==> src/rtl/hls_handshake_monitor.sv <==
// hls_handshake_monitor
//   Status monitor for a single non-dataflow HLS block-level handshake
//   (ap_start/ap_ready/ap_done/ap_continue). It counts accepted and completed
//   transactions and measures per-transaction latency. It also counts busy
//   cycles and done-stall cycles, and reports a coarse status. Once a finish
//   request is sampled, every result freezes until reset.
//
//   Optional build macro: HLS_MON_TIMEOUT_EN
//     Adds parameter TIMEOUT and the sticky output err_timeout. err_timeout
//     sets when the oldest outstanding transaction has been pending for
//     TIMEOUT cycles.
//
//   Ports
//     clock        rising-edge clock
//     reset        asynchronous active-low reset
//     ap_start     monitored start
//     ap_ready     monitored ready
//     ap_done      monitored done
//     ap_continue  monitored continue (tie high if the block has none)
//     finish       freeze request
//     status       0=IDLE 1=ACTIVE 2=STALL 3=FINISHED
//     txn_in_cnt   accepted transactions (saturating)
//     txn_out_cnt  completed transactions, including underflows (saturating)
//     lat_valid    one-cycle pulse when last_lat updates
//     last_lat     latency of the most recent completion
//     min_lat      minimum latency seen (all ones until the first completion)
//     max_lat      maximum latency seen
//     busy_cycles  cycles with at least one outstanding transaction (saturating)
//     stall_cycles cycles with ap_done=1 and ap_continue=0 (saturating)
//     err_ovf      sticky: accept while the timestamp FIFO was full
//     err_unf      sticky: completion with nothing outstanding
module hls_handshake_monitor #(
    parameter int unsigned CNT_W = 32,
    parameter int unsigned DEPTH = 4
`ifdef HLS_MON_TIMEOUT_EN
    ,
    parameter int unsigned TIMEOUT = 1000
`endif
) (
    input  logic             clock,
    input  logic             reset,
    input  logic             ap_start,
    input  logic             ap_ready,
    input  logic             ap_done,
    input  logic             ap_continue,
    input  logic             finish,
    output logic [1:0]       status,
    output logic [CNT_W-1:0] txn_in_cnt,
    output logic [CNT_W-1:0] txn_out_cnt,
    output logic             lat_valid,
    output logic [CNT_W-1:0] last_lat,
    output logic [CNT_W-1:0] min_lat,
    output logic [CNT_W-1:0] max_lat,
    output logic [CNT_W-1:0] busy_cycles,
    output logic [CNT_W-1:0] stall_cycles,
    output logic             err_ovf,
    output logic             err_unf
`ifdef HLS_MON_TIMEOUT_EN
    ,
    output logic             err_timeout
`endif
);

    localparam int unsigned AW = $clog2(DEPTH);
    localparam int unsigned CW = AW + 1;

    typedef enum logic [1:0] {
        ST_IDLE     = 2'd0,
        ST_ACTIVE   = 2'd1,
        ST_STALL    = 2'd2,
        ST_FINISHED = 2'd3
    } state_t;

    state_t           state;
    logic [CNT_W-1:0] ts;
    logic [CNT_W-1:0] mem [DEPTH];
    logic [AW-1:0]    rd_ptr;
    logic [AW-1:0]    wr_ptr;
    logic [CW-1:0]    count;

    logic             accept;
    logic             complete;
    logic             stall_now;
    logic             empty;
    logic             full;
    logic             pop;
    logic             zero_lat;
    logic             unf;
    logic             push_req;
    logic             push;
    logic             ovf;
    logic             lat_upd;
    logic [CNT_W-1:0] lat;
    logic [CNT_W-1:0] lat_new;

    function automatic logic [CNT_W-1:0] sat_inc(input logic [CNT_W-1:0] v, input logic en);
        return (en && (v != '1)) ? v + CNT_W'(1) : v;
    endfunction

    always_comb begin
        accept    = ap_start & ap_ready;
        complete  = ap_done & ap_continue;
        stall_now = ap_done & ~ap_continue;
        empty     = (count == '0);
        full      = (count == CW'(DEPTH));
        pop       = complete & ~empty;
        // With nothing outstanding, a same-cycle accept is consumed by the
        // completion as a zero-latency transaction and never enters the FIFO.
        zero_lat  = complete & empty & accept;
        unf       = complete & empty & ~accept;
        push_req  = accept & ~zero_lat;
        // Pop happens before push, so a full FIFO that also pops has room.
        ovf       = push_req & full & ~pop;
        push      = push_req & ~ovf;
        // Modular subtraction keeps the latency correct across timestamp wrap.
        lat       = ts - mem[rd_ptr];
        lat_new   = pop ? lat : '0;
        lat_upd   = pop | zero_lat;
    end

    always_ff @(posedge clock) begin
        if (push && (state != ST_FINISHED)) begin
            mem[wr_ptr] <= ts;
        end
    end

    always_ff @(posedge clock or negedge reset) begin
        if (!reset) begin
            state        <= ST_IDLE;
            ts           <= '0;
            rd_ptr       <= '0;
            wr_ptr       <= '0;
            count        <= '0;
            txn_in_cnt   <= '0;
            txn_out_cnt  <= '0;
            lat_valid    <= 1'b0;
            last_lat     <= '0;
            min_lat      <= '1;
            max_lat      <= '0;
            busy_cycles  <= '0;
            stall_cycles <= '0;
            err_ovf      <= 1'b0;
            err_unf      <= 1'b0;
`ifdef HLS_MON_TIMEOUT_EN
            err_timeout  <= 1'b0;
`endif
        end else if (state != ST_FINISHED) begin
            ts <= ts + CNT_W'(1);
            if (pop)  rd_ptr <= rd_ptr + AW'(1);
            if (push) wr_ptr <= wr_ptr + AW'(1);
            case ({push, pop})
                2'b10:   count <= count + CW'(1);
                2'b01:   count <= count - CW'(1);
                default: count <= count;
            endcase

            txn_in_cnt   <= sat_inc(txn_in_cnt, accept);
            txn_out_cnt  <= sat_inc(txn_out_cnt, complete);
            busy_cycles  <= sat_inc(busy_cycles, ~empty);
            stall_cycles <= sat_inc(stall_cycles, stall_now);

            // The finishing cycle still records its event, but no pulse is
            // issued once the monitor is frozen.
            lat_valid <= lat_upd & ~finish;
            if (lat_upd) begin
                last_lat <= lat_new;
                if (lat_new < min_lat) min_lat <= lat_new;
                if (lat_new > max_lat) max_lat <= lat_new;
            end
            if (ovf) err_ovf <= 1'b1;
            if (unf) err_unf <= 1'b1;
`ifdef HLS_MON_TIMEOUT_EN
            if (!empty && (lat >= CNT_W'(TIMEOUT))) err_timeout <= 1'b1;
`endif

            if (finish)                   state <= ST_FINISHED;
            else if (stall_now)           state <= ST_STALL;
            else if (!empty || ap_start)  state <= ST_ACTIVE;
            else                          state <= ST_IDLE;
        end else begin
            lat_valid <= 1'b0;
        end
    end

    assign status = state;

endmodule

==> config.mk <==
export PLATFORM = sky130hd
export DESIGN_NAME = hls_handshake_monitor
export DESIGN_NICKNAME = d
export VERILOG_FILES = /design/src/rtl/hls_handshake_monitor.sv
export SDC_FILE = /design/constraint.sdc
export NUM_CORES = 1
export LEC_CHECK = 0
export BUFFER_PORTS_ARGS = -buffer_cell sky130_fd_sc_hd__buf_2
export CAP_MARGIN = 20
export CORE_UTILIZATION = 40
export CTS_CLUSTER_SIZE = 14
export DETAILED_ROUTE_END_ITERATION = 10
export PLACE_DENSITY_LB_ADDON = 0.12
export SLEW_MARGIN = 20
export SYNTH_ARGS = -nofsm -noshare
export SYNTH_HDL_FRONTEND = slang
export SYNTH_SLANG_ARGS = --single-unit
==> constraint.sdc <==
create_clock -name clock -period 12.8 [get_ports clock]
set_input_delay 1.28 -clock clock [delete_from_list [all_inputs] [get_ports clock]]
set_output_delay 1.28 -clock clock [all_outputs]
set_load 0.02 [all_outputs]
======== Word level (Yosys, flattened, before mapping) ========
Memory sizes are Yosys's and may differ from the RTL's.
Index checks and enable logic that the tools add are counted.
word-level totals
  register bits after elaboration ......... 268
  memory bits (writable) .................. 128
  input port bits ......................... 7
  logic and storage cells ................. 85
  memories kept ........................... 1
cells by class
  add/sub/neg operators ................... 10
  order comparisons ....................... 2
  eq/ne operators ......................... 8
  mux-type cells .......................... 8
  bitwise operators ....................... 20
  reduce and logical (&&, ||, !) cells .... 21
memories
  name  words  bits a word  read ports  clocked after Yosys merged registers in  wr ports  line  RTL
  mem   4      32           1           0                                        1         76    logic [CNT_W-1:0] mem [DEPTH];
operator list
  operator                                              number
  adder 32 x 1 -> 32 bit (second input constant)        5
  inequality test 32 bit (second input constant)        4
  > comparator 32 bit                                   1
  less-than comparator 32 bit                           1
  2-to-1 mux 32 bit                                     1
  subtractor 32 bit                                     1
  AND reduction 2 bit                                   10
  bitwise AND 1 bit                                     12
  NOT 1 bit                                             7
  case mux 3 bit (2 select lines)                       1
  AND reduction 3 bit                                   2
  logical AND 1 bit                                     5
  adder 2 x 1 -> 2 bit (second input constant)          2
  2-to-1 mux 1 bit                                      4
  2-to-1 mux 2 bit                                      2
  adder 3 x 1 -> 3 bit (second input constant)          1
  equality test 3 bit (second input constant)           1
  zero test 3 bit                                       1
  subtractor 3 x 1 -> 3 bit (second input constant)     1
  equality test 2 x 1 -> 1 bit (second input constant)  1
  equality test 2 bit (second input constant)           1
  inequality test 2 bit (second input constant)         1
  nonzero test 2 bit                                    1
  zero test 1 bit                                       1
  other kinds (2)                                       2

======== Logic depth before layout (Yosys ltp) ========
  depth after elaboration ................. 12
  gate-level depth with buffers ........... 25

======== Worst setup path before layout ========
OpenSTA, ideal clock, no wires.
  path kind ............................... register to register
  start point ............................. register rd_ptr[0]
  end point ............................... register max_lat[9]
  arrival time ............................ 5890 ps
  path slack .............................. 6778 ps
  cell stages (with the launch flop) ...... 24
  path buffers ............................ 4
  path through ............................ dfrtp_1 clkbuf_1 buf_1 mux4_2 inv_1 ha_1 a211oi_1 o21ai_0 a221o_1 or2_2 o21ai_0 o21ai_0 xor2_1 and2_1 ha_1 nand4_1 or4_1 o21ai_1 a2bb2oi_1 nand2_1 buf_2 clkbuf_1 nand2_1 o21ai_0
on the way
  word-level cells in the longest chain between the ends .. 5
ends and longest elaborated chain
  item                           line  RTL
  start, declared                77    logic [AW-1:0] rd_ptr;
  start signal, assigned         149   if (pop) rd_ptr <= rd_ptr + AW'(1);
  memory read (4 x 32 bit)       n/a
  subtractor 32 bit              116   lat = ts - mem[rd_ptr];
  2-to-1 mux 32 bit              117   lat_new = pop ? lat : '0;
  via lat_new[27]                94    logic [CNT_W-1:0] lat_new;
  > comparator 32 bit            168   if (lat_new > max_lat) max_lat <= lat_new;
  AND reduction 3 bit (no line)  n/a
  end signal, assigned           168
  end, declared                  53    output logic [CNT_W-1:0] max_lat,
The timed path passes the listed nets, and every way through them passes these cells.
A chain may end at the register's enable or synchronous reset.

======== Final worst setup path ========
  start point ............................. register rd_ptr[0]
  end point ............................... register max_lat[23]
The elaborated chain is that of the path after synthesis.

==> results.sh <==
export IMPL_cts_tree="yes"
export IMPL_startpoint_type="flop"
export IMPL_grt_ovfl_total=0
export IMPL_crit_required_ps=13250
export IMPL_fin_crit_sh_pct=54.7
export IMPL_grt_pass1_wl_um=79500
export IMPL_port_buffer_count=235
export IMPL_fin_skew_ps=21.9
export IMPL_dp_hpwl_um=35300
export IMPL_syn_area_um2=19400
export IMPL_layout_nets=2004
export IMPL_die_y_um=222
export IMPL_setup_viol=0
export IMPL_yosys_top_cells_area="dfrtp_1, edfxtp_1, ha_1"
export IMPL_yosysMostFrequentCell="dfrtp_1"
export IMPL_synth_adder_area_share_pct=6.87
export IMPL_synth_avg_cell_area_um2=11.8
export IMPL_synth_edf_count=128
export IMPL_comb_power_share_pct=10.3
export IMPL_clockBufferDepth=3
export IMPL_clkSinkCount=396
export IMPL_ys_warnings_count=0
export IMPL_power_frac_clock_pct=42.9
export IMPL_routedWlPerCell_um=19.7
export IMPL_maxSlewViolCount=0
export IMPL_grt_max_degree=124
export IMPL_ant_nets=0
export IMPL_yosysTopAreaCellShare_pct=30.5
export IMPL_yosysSeqAreaShare_pct=54.7
export IMPL_cp_arrival_ps=7450
export IMPL_drive_gt1_share_pct=23.2
export IMPL_synth_cell_type_count=69
export IMPL_gp_congestion=0.843
export IMPL_cap_viol_max_count=0
export IMPL_post_cts_setup_buffer_count=0
export IMPL_die_area_um2=49300
export IMPL_worstHoldPathType="reg -> reg"
export IMPL_timing_slew_headroom_pct=35.1
export IMPL_worstSetupPathType="reg -> reg"
export IMPL_h_tree_depth=2
export IMPL_status="finished, final reports clean"
export IMPL_syn_inst=1634
export IMPL_fin_crit_ps=7000
export IMPL_rsz0062_at_grt="no"
export IMPL_holdWs_ps=468
export IMPL_synth_top_area_cell="dfrtp_1"
export IMPL_fillers=4359
export IMPL_initialDrtViolationCount=868
export IMPL_cts_repair_resized=0
export IMPL_synthMuxAreaShare_pct=6.22
export IMPL_power_switching_mw=0.734
export IMPL_hold_violations=0
export IMPL_die_w_um=222
export IMPL_syn_num_nets=1746
export IMPL_power_internal_mw=2.14
export IMPL_holdBufCountCts=0
export IMPL_critPathCaptureType="flop"
export IMPL_synth_common_cells="dfrtp_1, nand2_1, xnor2_1"
export IMPL_ys_flop_type="dfrtp_1"
export IMPL_synth_compound_area_share_pct=7.25
export IMPL_cts_root_buf="clkbuf_16"
export IMPL_insertion_delay_ps=580
export IMPL_coreArea_um2=47700
export IMPL_peakVddDrop_mv=0.0987
export IMPL_grt_pass1_vias=13555
export IMPL_cts_buffers=45
export IMPL_boundaryPins=236
export IMPL_postRouteWirelength_um=50200
export IMPL_synth_simple_area_share_pct=13.4
export IMPL_drc=0
export IMPL_routed_via_density=5.27
export IMPL_timing_reg2reg_setup_slack_ps=5800
export IMPL_clk_pin_slew_ps=60
export IMPL_setup_tns_ps=0
export IMPL_synth_top_family_by_area="simple AND/OR/NAND/NOR gates"
export IMPL_syn_to_final_growth_pct=17.4
export IMPL_grt_usage_pct=20.8
export IMPL_p_seq_share_pct=46.8
export IMPL_routed_via_count=13399
export IMPL_power_density_nw_per_um2=127
export IMPL_p_leak_nw=10.8
export IMPL_synth_xor_area_share_pct=8.42
export IMPL_rows=80
export IMPL_crit_fanout=29
export IMPL_ys_seq_elements=396
export IMPL_max_freq_mhz=143
export IMPL_synthArstFlopShare_pct=67.7
export IMPL_start_util_pct=40.5
export IMPL_p_sw_share_pct=25.5
export IMPL_antenna_found_initial=1
export IMPL_antenna_cells=0
export IMPL_tightest_slew_ps=960
export IMPL_dr_pass1_iters=5
-- path summary, 6_finish.rpt --
kind,start,end,depth (start not counted)
setup / recovery,rd_ptr[0],max_lat[23],21
hold / removal,err_unf,err_unf,1
setup reg to reg,rd_ptr[0],max_lat[23],21
hold reg to reg,err_unf,err_unf,1
max in group asynchronous,reset,txn_in_cnt[15],3
min in group asynchronous,reset,busy_cycles[30],1
-- power groups by stage --
stage               logic, mW  registers [mW]  clock network [mW]
floorplan               0.184            1.37                   0
global placement        0.295            1.37                   0
detailed placement      0.298            1.37                   0
CTS                     0.301            1.35                1.28
global route            0.337            1.35                1.32
finish                  0.298            1.35                1.23
-- flip-flops by register name (all words and copies together), names as in the netlist, 2 cells and up --
| signal | flops |
|---|---|
| last_lat | 32 |
| txn_out_cnt | 32 |
| txn_in_cnt | 32 |
| max_lat | 32 |
| status | 2 |
| count | 3 |
| ts | 32 |
| rd_ptr | 2 |
| min_lat | 32 |
| wr_ptr | 2 |
| mem | 128 |
| stall_cycles | 32 |
| busy_cycles | 32 |
-- cells in the final DEF (no fill, tap or decap), types with 24 or more instances in the layout --
master / instances
clkbuf_16: 46
dfstp_2: 32
and3_1: 35
ha_1: 103
inv_1: 113
nor2_1: 71
nand4_1: 53
edfxtp_1: 128
a21oi_1: 43
o21ai_0: 50
mux4_2: 32
xnor2_1: 135
nand2_1: 158
buf_2: 234
nor3_1: 24
and2_1: 29
dfrtp_1: 235
mux2_2: 42
and4_1: 28
xor2_1: 51
nand3_1: 69
-- metal layers --
layer  wire, um  part of all wire, %  global-route usage [%]
met4       1480                  2.9                    7.30
met5         13                0.026                       0
met1      22900                   46                    28.1
met3       3260                  6.5                    5.43
met2      22500                   45                    32.2
-- kinds of logic (layout without fill, tap and decap cells) --
family,Yosys count,after routing
AO/OA/AOI/OAI,210,210
XOR/XNOR,186,186
adder cells (fa/ha/maj),105,105
buffers and inverters,157,450
flip-flops,396,396
multiplexers,75,75
AND/OR/NAND/NOR,505,505
-- cell type report --
| class | instances | area [um^2] | share of cell area, % |
|---|---|---|---|
| clock buffer | 65 | 1280 | 5.65 |
| clock inverter | 17 | 119 | 0.523 |
| inverter | 113 | 424 | 1.87 |
| multi-input combinational | 1081 | 8170 | 36.0 |
| sequential | 396 | 10600 | 46.6 |
| tap | 615 | 769 | 3.39 |
| timing repair buffer | 255 | 1360 | 5.99 |
-- critical path, cell delays in order (launching register included) --
cell	delay [ps]
dfrtp_2	580
buf_4	520
mux4_2	570
inv_1	70
ha_1	290
a211oi_1	330
o21ai_0	160
a221o_1	410
nor4b_2	370
nor3_1	150
o41ai_1	370
xnor2_1	200
and2_1	220
ha_1	310
nand4_1	190
or4_1	580
o21ai_1	240
nor3_1	70
a2bb2oi_1	280
nand2_1	280
buf_4	340
mux2_2	300
-- through the flow --
stage / setup slack, ps / cells / power (mW) / cell area, um^2 / util [%]
floorplan: 6780 / 1634 / 1.55 / 19400 / -
CTS: 5790 / 2541 / 2.92 / 22700 / 47.5
global placement: 5970 / 2459 / 1.66 / 21300 / 44.6
finish: 5800 / 2542 / 2.88 / 22700 / 47.6
detailed placement: 5850 / 2459 / 1.67 / 21300 / 44.6
global route: 5310 / 2542 / 3.01 / 22700 / 47.6
Power figures use the tool's default switching activity.
